**src/rtl/fifo_sync_param.sv**
```systemverilog
// Parametrised single-clock FIFO with almost-full/almost-empty thresholds, optional
// first-word-fall-through read mode, occupancy count and sticky overflow/underflow flags.
module fifo_sync_param #(
    parameter int unsigned DATA_W    = 128,
    parameter int unsigned DEPTH     = 16,
    parameter int unsigned AF_THRESH = DEPTH - 2,
    parameter int unsigned AE_THRESH = 2,
    parameter int unsigned FWFT      = 0
) (
    input  logic                       clk,
    input  logic                       rstn,
    input  logic                       i_wren,
    input  logic                       i_rden,
    input  logic [DATA_W-1:0]          i_wrdata,
    input  logic                       i_clr_err,
    output logic                       o_full,
    output logic                       o_empty,
    output logic                       o_alm_full,
    output logic                       o_alm_empty,
    output logic [$clog2(DEPTH):0]     o_count,
    output logic [DATA_W-1:0]          o_rddata,
    output logic                       o_overflow,
    output logic                       o_underflow
);

    localparam int unsigned PW = $clog2(DEPTH);
    localparam int unsigned CW = PW + 1;

    logic [DATA_W-1:0] mem_q [DEPTH];
    logic [PW-1:0]     wr_ptr_q, wr_ptr_d;
    logic [PW-1:0]     rd_ptr_q, rd_ptr_d;
    logic [CW-1:0]     count_q, count_d;
    logic              full_q, empty_q, alm_full_q, alm_empty_q;
    logic              overflow_q, overflow_d;
    logic              underflow_q, underflow_d;
    logic              wr_ok, rd_ok;

    // Accepts are qualified by the registered flags only, never by the same-cycle request.
    assign wr_ok = i_wren & ~full_q;
    assign rd_ok = i_rden & ~empty_q;

    always_comb begin
        wr_ptr_d = wr_ptr_q;
        rd_ptr_d = rd_ptr_q;
        count_d  = count_q;
        if (wr_ok) begin
            wr_ptr_d = wr_ptr_q + PW'(1);
        end
        if (rd_ok) begin
            rd_ptr_d = rd_ptr_q + PW'(1);
        end
        unique case ({wr_ok, rd_ok})
            2'b10:   count_d = count_q + CW'(1);
            2'b01:   count_d = count_q - CW'(1);
            default: count_d = count_q;
        endcase
    end

    // A new error event wins over a same-cycle clear.
    always_comb begin
        overflow_d  = overflow_q;
        underflow_d = underflow_q;
        if (i_clr_err) begin
            overflow_d  = 1'b0;
            underflow_d = 1'b0;
        end
        if (i_wren && full_q) begin
            overflow_d = 1'b1;
        end
        if (i_rden && empty_q) begin
            underflow_d = 1'b1;
        end
    end

    always_ff @(posedge clk) begin
        if (rstn) begin
            wr_ptr_q    <= '0;
            rd_ptr_q    <= '0;
            count_q     <= '0;
            full_q      <= 1'b0;
            empty_q     <= 1'b1;
            alm_full_q  <= 1'b0;
            alm_empty_q <= 1'b1;
            overflow_q  <= 1'b0;
            underflow_q <= 1'b0;
        end else begin
            wr_ptr_q    <= wr_ptr_d;
            rd_ptr_q    <= rd_ptr_d;
            count_q     <= count_d;
            full_q      <= (count_d == CW'(DEPTH));
            empty_q     <= (count_d == '0);
            alm_full_q  <= (count_d >= CW'(AF_THRESH));
            alm_empty_q <= (count_d <= CW'(AE_THRESH));
            overflow_q  <= overflow_d;
            underflow_q <= underflow_d;
        end
    end

    always_ff @(posedge clk) begin
        if (wr_ok && !rstn) begin
            mem_q[wr_ptr_q] <= i_wrdata;
        end
    end

    if (FWFT != 0) begin : g_fwft
        assign o_rddata = mem_q[rd_ptr_q];
    end else begin : g_std
        logic [DATA_W-1:0] rddata_q;
        always_ff @(posedge clk) begin
            if (rstn) begin
                rddata_q <= '0;
            end else if (rd_ok) begin
                rddata_q <= mem_q[rd_ptr_q];
            end
        end
        assign o_rddata = rddata_q;
    end

    assign o_full      = full_q;
    assign o_empty     = empty_q;
    assign o_alm_full  = alm_full_q;
    assign o_alm_empty = alm_empty_q;
    assign o_count     = count_q;
    assign o_overflow  = overflow_q;
    assign o_underflow = underflow_q;

endmodule

```
**config.mk**
```make
export PLATFORM = sky130hd
export DESIGN_NAME = fifo_sync_param
export DESIGN_NICKNAME = d
export VERILOG_FILES = /design/src/rtl/fifo_sync_param.sv
export SDC_FILE = /design/constraint.sdc
export NUM_CORES = 2
export LEC_CHECK = 0
export BUFFER_PORTS_ARGS = -buffer_cell sky130_fd_sc_hd__buf_2
export CORE_MARGIN = 2
export CORE_UTILIZATION = 61
export CTS_CLUSTER_SIZE = 12
export DETAILED_ROUTE_END_ITERATION = 8
export PLACE_DENSITY = 0.88
export SETUP_SLACK_MARGIN = 0.02
export SYNTH_ARGS = -nofsm -noshare
export SYNTH_HDL_FRONTEND = slang
export SYNTH_SLANG_ARGS = --single-unit
export TNS_END_PERCENT = 30
```
**constraint.sdc**
```tcl
create_clock -name clk -period 12.8 [get_ports clk]
set_input_delay 0 -clock clk [delete_from_list [all_inputs] [get_ports clk]]
set_output_delay 0 -clock clk [all_outputs]
set_load 0.02 [all_outputs]
```
==> metrics list <==
- Of all flip-flops after synthesis, the portion carrying an async set or reset was 0.
- STA puts the critical path data arrival time at 5.13 ns.
- The worst setup path is launched from a flop.
* Number of unique standard cell types used by synthesis: 38
* Clock tree from TritonCTS: built
- The total area inside the core boundary comes to 133000 um2.
- The congestion estimate from routability-driven global placement came to 0.763.
- Total wire length: 207000 um
- Kind of end point of the critical path: flop
- After layout, the design draws a total of 0.0159 W.
* All-Layer GR Usage: 0.308
- 272 I/O pins were placed.
- Top-count cell post-synth: sky130_fd_sc_hd__edfxtp_1
- For the final database, setup skew stands at 0.0331 ns.
- The detailed router finished its first iteration with 6188 violations.
- Sequential fraction of design power: 0.510
- Critical path, cell by cell: nor2b_1 > inv_4 > nor2_1 > nand2_1 > nor2_4 > buf_4 > buf_4
* Share of layout cells above drive strength 1: 0.298
- Along the worst path, the maximum fanout reaches 42.
- The tree is rooted in a sky130_fd_sc_hd__clkbuf_16.
* Area share of the leading cell type in the synthesized netlist: 0.750
* Crit Path Class: reg -> reg
- Clk slew on worst S/H paths: 0.06 ns
- Share of synthesized area occupied by flip-flops and latches: 0.785
- X dimension of the die: 371 um
- Number of standard cells in the final layout excluding fillers: 5976
- Cell types with the highest counts after synthesis: sky130_fd_sc_hd__edfxtp_1, sky130_fd_sc_hd__mux4_2, sky130_fd_sc_hd__nand2_1
* Fin. max-slew vios: 0
- Commonest register cell after synthesis: sky130_fd_sc_hd__edfxtp_1
- Across the VDD grid, the largest voltage drop is 0.000137 V.
- Finished Cell Area: 93200 um2
* Req. time, crit path: 13.25 ns
- sky130_fd_sc_hd__edfxtp_1 takes more of the synthesized area than any other cell.
- Power per cell area: 170 nW/um2
- Buffers inserted during post-CTS setup optimization: 0
- Among all stages on the critical path, the largest delay is contributed by sky130_fd_sc_hd__nor2_4.
- Via Count: 40696
- Clock power frac: 0.367
- Setup repair after global routing missed its margin: no
* Number of remaining DRC errors: 0
* Estimated wirelength of the detail-placed design: 96100 um
* Placed Instances: 5444
- For the finished layout, the period the worst path requires is 4.68 ns.
- Synthesis handed over a netlist of 3533 instances.
- Count of TritonRoute iterations in the first routing pass: 6
- The synthesized design contains 2048 enable-type register cells.
- Part of the power in combinational logic: 0.123
* Number of endpoints with negative hold slack in the final report: 0
* Wire length of the first global-routing pass: 299000 um
- PortBufs: 271
- For this configuration, the core starts out at a cell density of 0.615.
* Warning count from the yosys run: 0
- Counting both buffers and inverters, the worst setup path holds a total of 3.
- Via count of the first global-routing pass: 42756
- Max Cap Violations: 0
- Family with the most delay on the worst path: simple AND/OR/NAND/NOR gates
- Die Area: 137000 um2
* Leakage power total: 28.9 nW
- Peak per-stage delay on the critical path: 0.87 ns
* Post-layout nets: 4165
* Die Height: 371 um
* Average wire length per cell after detail routing: 34.6 um
* Worst-Margin Slew: 1.24 ns
- Worst max-slew margin expressed relative to the limit: 0.173
- P_sw: 0.00374 W
- In this run the cell area measured after placement is 85500 um2.
* Per-cell via count in the routed design: 6.81
* Clock Tree Buf Depth: 3
- The filler cells instantiated in the layout total 7526.
* Most prevalent standard cell on the critical path: sky130_fd_sc_hd__buf_4
- Finish-stage setup viols: 0
* Routed Antenna Nets: 0
* Cell area after synthesis: 82000 um2
- Each instance of the synthesized netlist takes up on average 23.2 um2.
- Of the total power, the share spent switching nets is 0.236.
- Entering global routing, the biggest net connects 156 pins.
- Clock insertion delay at the later pin of the skew report: 0.85 ns
- Initial antenna violation count: 12
- Adding up every negative setup slack in the final design gives 0 ns.
- Internal cell power: 0.0121 W
* Portion of the clock cycle consumed by the worst path in the final layout: 0.366
- At the end of the flow the core is filled with cells to 0.699.
- Remaining global-route overflow: 0
- Number of nets in the synthesized netlist: 3673
- Highest Clock Rate: 214 MHz
* Depth of the CTS H-tree: 4
- Yosys attributes the largest share of cell area to sky130_fd_sc_hd__edfxtp_1, sky130_fd_sc_hd__mux4_2, sky130_fd_sc_hd__dfxtp_1, sky130_fd_sc_hd__nand2_1, sky130_fd_sc_hd__a21oi_1.
- Counting every sink on the clock net gives 2195.
- In this run, synthesis produced a sequential element count of 2195.
- The run finished with clean final reports.
- Total CTS buffers: 210
- Worst Hold Class: in -> reg
- The floorplan has 134 rows.
- Synthesis-to-layout area growth: 13.6%
## worst paths after layout
kind	depth (start not counted)	slack (ns)	start	end
setup / recovery	7	8.12	o_full	mem_q[14][62]
hold / removal	2	0.08	i_wrdata[65]	mem_q[14][65]
hold reg to reg	2	0.45	o_rddata[106]	o_rddata[106]
setup reg to reg	7	8.12	o_full	mem_q[14][62]
## cell type report
class	instances	area, um2	share of cell area
flip-flops and latches	2195	64500	0.691
multi-input cells	1133	16800	0.181
diodes	7	17.5	0.000188
well taps	1768	2210	0.0237
clock inverters	28	307	0.00329
clock buffers	360	6010	0.0645
inverters	10	45.0	0.000483
repair buffers	475	3340	0.0358
## per-stage QoR
step	setup slack (ns)	hold WS, ns
after floorplan	2.38	0.0989
after global placement	8.65	0.266
after detailed placement	8.45	0.279
after CTS	8.31	0.0241
after global routing	8.04	0.0721
final	8.12	0.0782
## cell families after synthesis
family / after synthesis / share of synthesized area
XOR/XNOR: 13 / 0.00156
buffers and inverters: 205 / 0.0106
AO/OA/AOI/OAI: 152 / 0.0103
adder cells (fa/ha/maj): 7 / 0.00107
flip-flops: 2195 / 0.785
AND/OR/NAND/NOR: 321 / 0.0153
multiplexers: 640 / 0.176
## sequential cells by signal (all words and copies together), names as in the netlist
register	count
o_full	1
o_alm_empty	1
o_empty	1
mem_q	2048
rd_ptr_q	4
wr_ptr_q	4
o_count	5
o_underflow	1
o_alm_full	1
o_overflow	1
o_rddata	128
## what timing repair did
item / CTS / global route
endpoints found under the hold margin: 2109 / 0
hold buffers: 137 / 0
resized for setup: 0 / 0
## placed cells by master (no fill, tap or decap), drive strengths merged, types with 2 or more instances in the layout
master / count
xor2: 6
xnor2: 6
a31oi: 3
inv: 14
nor3: 6
clkinvlp: 3
o31ai: 2
a2111oi: 2
nand2b: 4
nand2: 272
clkbuf: 360
a221oi: 2
nor2b: 2
edfxtp: 2048
a211oi: 2
a22oi: 2
nor2: 29
buf: 338
clkinv: 18
dfxtp: 147
a21oi: 135
nand4: 2
bufinv: 3
a21o: 3
dlygate4sd3: 137
ha: 7
diode: 7
or4: 2
mux4: 640
## routing by layer
layer	track usage	part of all wire	vias up
li1	-	-	15843
met2	0.506	0.51	3154
met3	0.0694	0.12	482
met5	0	0.00056	-
met4	0.0989	0.029	18
met1	0.417	0.34	21199
## power by group through the flow
stage	combinational (W)	clock [W]	sequential [W]
after floorplan	0.00131	0	0.00828
after global placement	0.00182	0	0.00823
after detailed placement	0.00188	0	0.00823
after CTS	0.00196	0.00588	0.00809
after global routing	0.00207	0.00613	0.00810
final	0.00195	0.00583	0.00809
(Power assumes the default switching activity.)
